`src/rtl/diverge_ctrl_pkg.sv`:
```
// diverge_ctrl shared definitions: packet field offsets, packet type
// codes and FSM state encoding used by the receive-side splitter.
package diverge_ctrl_pkg;

    // Default packet geometry. Field offsets below are tied to it.
    localparam int PKT_BITS  = 97;
    localparam int PORT_BITS = 4;

    localparam int VALID_BIT = PKT_BITS - 1;
    localparam int TYPE_BIT  = PKT_BITS - 2;
    localparam int PORT_MSB  = PKT_BITS - 3;

    localparam logic TYPE_UPDATE = 1'b1;
    localparam logic TYPE_DATA   = 1'b0;

    localparam logic [1:0] IDLE      = 2'd0;
    localparam logic [1:0] HOLD      = 2'd1;
    localparam logic [1:0] DRAIN_GAP = 2'd2;

endpackage

```
`src/rtl/diverge_retry_buf.sv`:
```
// diverge_retry_buf: 2-entry FIFO holding blocked data packets.
// Ports: clk, rst_n (async low), push/push_data, pop, head, count.
import diverge_ctrl_pkg::*;

module diverge_retry_buf #(
    parameter int W = PKT_BITS
) (
    input  logic         clk,
    input  logic         rst_n,
    input  logic         push,
    input  logic [W-1:0] push_data,
    input  logic         pop,
    output logic [W-1:0] head,
    output logic [1:0]   count
);

    logic [W-1:0] mem [2];
    logic         rd_ptr;
    logic         wr_ptr;

    assign head = mem[rd_ptr];

    always_ff @(posedge clk or negedge rst_n) begin
        if (!rst_n) begin
            mem[0] <= '0;
            mem[1] <= '0;
            rd_ptr <= 1'b0;
            wr_ptr <= 1'b0;
            count  <= 2'd0;
        end else begin
            if (push) begin
                mem[wr_ptr] <= push_data;
                wr_ptr      <= ~wr_ptr;
            end
            if (pop) begin
                rd_ptr <= ~rd_ptr;
            end
            count <= count + 2'(push) - 2'(pop);
        end
    end

endmodule

```
`src/rtl/diverge_ctrl.sv`:
```
// diverge_ctrl: splits the converged stream into per-input-port data
// writes and per-output-port freespace updates, with a 2-deep replay
// buffer and resend back-pressure when a target input port is full.
// Ports: clk, rst_n, stream_in, resend, packet_to_input_ports,
// input_port_wr_en, input_port_full, update_to_output_ports,
// update_valid, bad_port_cnt.
import diverge_ctrl_pkg::*;

module diverge_ctrl #(
    parameter int PACKET_BITS   = PKT_BITS,
    parameter int NUM_PORT_BITS = PORT_BITS,
    parameter int NUM_IN_PORTS  = 7,
    parameter int NUM_OUT_PORTS = 7
) (
    input  logic                                clk,
    input  logic                                rst_n,
    input  logic [PACKET_BITS-1:0]              stream_in,
    output logic                                resend,
    output logic [PACKET_BITS*NUM_IN_PORTS-1:0] packet_to_input_ports,
    output logic [NUM_IN_PORTS-1:0]             input_port_wr_en,
    input  logic [NUM_IN_PORTS-1:0]             input_port_full,
    output logic [PACKET_BITS*NUM_OUT_PORTS-1:0] update_to_output_ports,
    output logic [NUM_OUT_PORTS-1:0]            update_valid,
    output logic [15:0]                         bad_port_cnt
);

    localparam int FULL_W = 2 ** NUM_PORT_BITS;

    logic [1:0]               state;
    logic                     hold_first;
    logic                     s_valid;
    logic                     s_type;
    logic [NUM_PORT_BITS-1:0] s_port;
    logic                     accept;
    logic                     upd_ok;
    logic                     data_ok;
    logic                     is_upd;
    logic                     is_data;
    logic                     bad;
    logic                     direct;
    logic                     push;
    logic                     pop;
    logic [PACKET_BITS-1:0]   buf_head;
    logic [1:0]               buf_cnt;
    logic [NUM_PORT_BITS-1:0] head_port;
    logic [FULL_W-1:0]        full_ext;
    logic [NUM_IN_PORTS-1:0]  wr_sel;
    logic [NUM_OUT_PORTS-1:0] upd_sel;
    logic [PACKET_BITS-1:0]   wr_data;

    assign s_valid   = stream_in[VALID_BIT];
    assign s_type    = stream_in[TYPE_BIT];
    assign s_port    = stream_in[PORT_MSB -: NUM_PORT_BITS];
    assign head_port = buf_head[PORT_MSB -: NUM_PORT_BITS];
    // Widened so any 4-bit index lands inside the vector.
    assign full_ext  = FULL_W'(input_port_full);

    // Only the first HOLD cycle still carries a fresh packet; later
    // HOLD cycles and the gap cycle carry upstream replays.
    assign accept  = s_valid
                   && (state == IDLE || (state == HOLD && hold_first));
    assign upd_ok  = s_port < NUM_PORT_BITS'(NUM_OUT_PORTS);
    assign data_ok = s_port < NUM_PORT_BITS'(NUM_IN_PORTS);
    assign is_upd  = accept && s_type == TYPE_UPDATE && upd_ok;
    assign is_data = accept && s_type == TYPE_DATA && data_ok;
    assign bad     = accept && ((s_type == TYPE_UPDATE && !upd_ok)
                             || (s_type == TYPE_DATA && !data_ok));

    // A non-empty buffer forces queueing so packet order is kept.
    assign direct  = is_data && buf_cnt == 2'd0 && !full_ext[s_port];
    assign push    = is_data && !direct;
    assign pop     = state == HOLD && buf_cnt != 2'd0
                   && !full_ext[head_port];

    assign wr_sel  = direct ? NUM_IN_PORTS'(1) << s_port
                   : pop    ? NUM_IN_PORTS'(1) << head_port
                   : '0;
    assign wr_data = direct ? stream_in : buf_head;
    assign upd_sel = is_upd ? NUM_OUT_PORTS'(1) << s_port : '0;

    diverge_retry_buf #(
        .W(PACKET_BITS)
    ) u_buf (
        .clk      (clk),
        .rst_n    (rst_n),
        .push     (push),
        .push_data(stream_in),
        .pop      (pop),
        .head     (buf_head),
        .count    (buf_cnt)
    );

    always_ff @(posedge clk or negedge rst_n) begin
        if (!rst_n) begin
            state                  <= IDLE;
            hold_first             <= 1'b0;
            resend                 <= 1'b0;
            packet_to_input_ports  <= '0;
            input_port_wr_en       <= '0;
            update_to_output_ports <= '0;
            update_valid           <= '0;
            bad_port_cnt           <= 16'd0;
        end else begin
            input_port_wr_en <= wr_sel;
            update_valid     <= upd_sel;
            for (int i = 0; i < NUM_IN_PORTS; i++) begin
                if (wr_sel[i]) begin
                    packet_to_input_ports[i*PACKET_BITS +: PACKET_BITS]
                        <= wr_data;
                end
            end
            for (int i = 0; i < NUM_OUT_PORTS; i++) begin
                if (upd_sel[i]) begin
                    update_to_output_ports[i*PACKET_BITS +: PACKET_BITS]
                        <= stream_in;
                end
            end
            if (bad && bad_port_cnt != 16'hFFFF) begin
                bad_port_cnt <= bad_port_cnt + 16'd1;
            end
            case (state)
                IDLE: begin
                    if (push) begin
                        state      <= HOLD;
                        hold_first <= 1'b1;
                        resend     <= 1'b1;
                    end
                end
                HOLD: begin
                    hold_first <= 1'b0;
                    if (pop && buf_cnt == 2'd1 && !push) begin
                        state  <= DRAIN_GAP;
                        resend <= 1'b0;
                    end
                end
                DRAIN_GAP: state <= IDLE;
                default:   state <= IDLE;
            endcase
        end
    end

endmodule

```
`config.mk`:
```
export PLATFORM = sky130hd
export DESIGN_NAME = diverge_ctrl
export DESIGN_NICKNAME = d
export VERILOG_FILES = /design/src/rtl/diverge_ctrl_pkg.sv /design/src/rtl/diverge_retry_buf.sv /design/src/rtl/diverge_ctrl.sv
export SDC_FILE = /design/constraint.sdc
export NUM_CORES = 2
export LEC_CHECK = 0
export CAP_MARGIN = 10
export CORE_AREA = 4 4 580 582
export CTS_CLUSTER_SIZE = 12
export DETAILED_ROUTE_END_ITERATION = 8
export DIE_AREA = 0 0 584 586
export PLACE_DENSITY_LB_ADDON = 0.3
export SETUP_SLACK_MARGIN = 0.2
export SYNTH_ARGS = -nofsm -noshare
export SYNTH_HDL_FRONTEND = slang
export SYNTH_HIERARCHICAL = 1
export SYNTH_SLANG_ARGS = --single-unit
```
`constraint.sdc`:
```
create_clock -name clk -period 3.3 [get_ports clk]
set_clock_uncertainty 0.1 [all_clocks]
set_input_delay 0.66 -clock clk [delete_from_list [all_inputs] [get_ports clk]]
set_output_delay 0.66 -clock clk [all_outputs]
set_load 0.02 [all_outputs]
```
==> impl_metrics.ini <==
[run_status]
status = finished, final reports clean

[detailed_routing]
via_count = 39668
antenna_left = 0
firstDrtPassIters = 5
avgViaCountPerCell = 3.93
wl_per_cell_um = 27.1
drc = 0
drt-initial-drc-count = 1518
wl_mm = 273

[clocking]
clkSinkCount = 1590
clk-insertion-delay-late_ns = 0.84
clk_path_buf_depth = 4
cts_root_buf = clkbuf_16
numCtsBuffers = 192
cts-htree-levels = 4
tritoncts = built
cts.clk_slew.worst_paths_ns = 0.06

[die]
core-area_um2 = 330000
die_area_um2 = 342000
start_util_pct = 18.5
ios = 1495
rows = 211
die_x_um = 584
die_h_um = 586

[timing]
max-slew-margin-rel_pct = 43.9
rsz0062_at_grt = true
hold_violations = 0
finalCritPeriodShare_pct = 94.7
fmax_mhz = 320
setup_tns_ns = 0
finalSetupViolCount = 0
slew_violations = 0
worstMarginPinSlew_ns = 0.842
period_minus_slack_ns = 3.12

[grt]
grt_pass1_vias = 42812
grt_pass1_wl_mm = 368
grt_max_degree = 118
grt_most_used_layer = met2
use_met3_pct = 4.69
antenna_found_initial = 41
grt_use_met1_pct = 18.1
met2_usage_pct = 26.5
grt_use_total_pct = 15.2
overflow = 0

[power_and_ir_drop]
vdd_ir_drop_max_mv = 0.473
static-leakage-power_nw = 40.9
switchingPower_mw = 31.0
switching_share_pct = 35.9
pwr-share-seq_pct = 34.0
pwr_density_cell_nw_per_um2 = 940
power.internal_mw = 55.4
p_comb_share_pct = 41.1
clkPwrFrac_pct = 24.9

[setup_path]
cp.depth = 9
worstSetupPathType = register to register
crit_top_cell = mux2_4
path_cells = mux2_4 > mux4_2 > nor2_4 > nor3b_4 > o41ai_4 > buf_6 > buf_16 > clkbuf_16 > mux2_4
cp_max_fo = 7
crit_buf_inv = 3
reg2reg_to = packet_to_input_ports[136]
endpoint_kind = register
regToRegStartpoint = u_buf/rd_ptr
cp.required_ns = 3.89
critPathSlowestCell = dfrtp_4
cp_top_family = multiplexers
critPathLaunch = u_buf/rd_ptr
endpoint = packet_to_input_ports[136]
start_kind = register
arrival_ns = 3.71
worst_r2r_path_depth = 9
r2r_slack_ns = 0.18
max_stage_delay_ns = 0.52

[finish]
nNetsFinal = 5653
postLayoutCellArea_um2 = 91900
area_delta_synth_final_pct = 50.2
fillers = 33459
finalNonFillerCells = 10088
drive_above_1_share_pct = 42.1

[logic_synthesis]
syn_area_per_cell_um2 = 16.7
yosysWarnings = 6
synth_edf_count = 0
ys.flop_type = dfrtp_1
synthesis.nets = 3782
syn_inst = 3673
ys_seq_elements = 1590
syn_area_um2 = 61200
async_flop_share_pct = 100
synthDistinctLibCells = 57
seq_area_frac_synth_pct = 65.0

[placed_design]
post_dp_cell_area_um2 = 84500
place.gp.congestion = 0.792
port-buffer-count = 1494
placed_cells = 9692
dp_hpwl_mm = 202

[flow_run]
cap_violations = 0

[worst_hold_path]
hold_class = input port to register
cell families (layout without fill, tap and decap cells):
logic type	Yosys count	in the layout	synth area share (%)
multiplexers	1675	1675	31.1
flip-flops	1590	1590	65.0
buffers and inverters	214	2239	1.73
AND/OR/NAND/NOR	148	148	1.37
AO/OA/AOI/OAI	26	26	0.450
XOR/XNOR	17	17	0.243
adder cells (fa/ha/maj)	3	3	0.0614
other	0	24	0
metal layers:
layer | part of all wire, % | vias to the layer above
met5 | 0.0048 | -
met3 | 7.6 | 312
met2 | 50 | 1362
met1 | 40 | 21142
li1 | - | 16850
met4 | 2.6 | 2
registers in the layout (all words and copies together) (netlist names):
signal and flops:
bad_port_cnt 16, hold_first 1, input_port_wr_en 7, packet_to_input_ports 679, resend 1, state 2, u_buf/count 2, u_buf/mem 194
u_buf/rd_ptr 1, u_buf/wr_ptr 1, update_to_output_ports 679, update_valid 7
power groups by stage:
stage,logic [mW],registers [mW],clock network [mW]
floorplan,10.2,35.3,0
global route,37.2,30.2,23.0
detailed placement,35.3,29.7,0
global placement,35.2,29.4,0
CTS,35.5,29.4,22.3
finish,35.5,29.4,21.5
through the flow:
step / utilization [%] / setup WS (ns) / hold WS, ns / power [mW]
2_1_floorplan: - / 0.201 / 0.264 / 45.5
3_3_place_gp: 25.6 / -0.486 / 0.348 / 64.6
3_5_place_dp: 25.6 / -0.432 / 0.352 / 65.0
4_1_cts: 27.6 / 0.188 / 0.118 / 87.3
5_1_grt: 27.8 / 0.112 / 0.161 / 90.4
6_report: 27.8 / 0.175 / 0.225 / 86.4
Yosys cell counts, types with 4 or more instances:
master / instances / share of area, %
nor2_1: 29 / 0.18
nand4_1: 6 / 0.061
dfrtp_1: 1590 / 65
inv_1: 26 / 0.16
xor2_1: 10 / 0.14
mux2_4: 40 / 0.98
nor3_1: 7 / 0.057
nand3_1: 5 / 0.041
nor2b_1: 23 / 0.24
buf_2: 69 / 0.56
xnor2_1: 7 / 0.10
buf_12: 4 / 0.13
or2_2: 32 / 0.33
clkbuf_1: 80 / 0.49
or4_1: 5 / 0.061
or3_1: 4 / 0.041
buf_4: 23 / 0.28
mux2_2: 1624 / 30
nand2b_1: 10 / 0.10
nand2_1: 8 / 0.049
buf_1: 10 / 0.061
and2_1: 5 / 0.051
mux2_1: 8 / 0.15
worst min path at each step:
stage                                     from                           to  slack (ns)  cells after the start
floorplan                                rst_n              bad_port_cnt[0]        0.26                      0
global placement    packet_to_input_ports[286]   packet_to_input_ports[286]        0.35                      1
detailed placement  packet_to_input_ports[286]   packet_to_input_ports[286]        0.35                      1
CTS                               stream_in[7]  update_to_output_ports[104]        0.12                      2
global route                      stream_in[7]  update_to_output_ports[104]        0.16                      2
finish                            stream_in[7]  update_to_output_ports[104]        0.23                      2
final cells by class:
type | instances | area [µm²] | area share, %
inverter | 26 | 97.6 | 0.106
antenna | 24 | 60.1 | 0.0654
multi-input combinational | 1869 | 20700 | 22.6
sequential | 1590 | 39800 | 43.3
tap | 4366 | 5460 | 5.95
clock inverter | 73 | 943 | 1.03
timing repair buffer | 1865 | 19300 | 21.0
clock buffer | 275 | 5480 | 5.96
layout by cell type (no fill, tap or decap), types with 6 or more instances in the layout:
| master | synthesis | routed |
|---|---|---|
| dfrtp_1 | 1590 | 1589 |
| mux2_2 | 1624 | 1559 |
| clkdlybuf4s50_1 | 0 | 1485 |
| buf_4 | 23 | 243 |
| clkbuf_16 | 0 | 204 |
| mux2_4 | 40 | 105 |
| buf_12 | 4 | 92 |
| clkbuf_1 | 80 | 48 |
| clkbuf_8 | 0 | 34 |
| clkinv_2 | 0 | 34 |
| or2_2 | 32 | 32 |
| inv_1 | 26 | 26 |
| diode_2 | 0 | 24 |
| nor2_1 | 29 | 23 |
| nor2b_1 | 23 | 22 |
| buf_6 | 2 | 15 |
| bufinv_16 | 0 | 13 |
| nand2b_1 | 10 | 10 |
| xor2_1 | 10 | 10 |
| buf_16 | 0 | 9 |
| nand2_1 | 8 | 8 |
| mux2_1 | 8 | 8 |
| xnor2_1 | 7 | 7 |
| clkinvlp_4 | 0 | 7 |
| nand4_1 | 6 | 6 |
| nor2_4 | 0 | 6 |
| clkinv_16 | 0 | 6 |
| inv_6 | 0 | 6 |
| buf_2 | 69 | 6 |
what timing repair did:
item	in CTS	in global routing
gates cloned	1	11
hold buffers	1	0
hold endpoints to repair	45	0
endpoints found under the setup margin	242	270
pin swaps	2	2
setup buffers	4	7
gates resized for setup	13	101
Note: power is estimated with default switching activity, not from simulation.
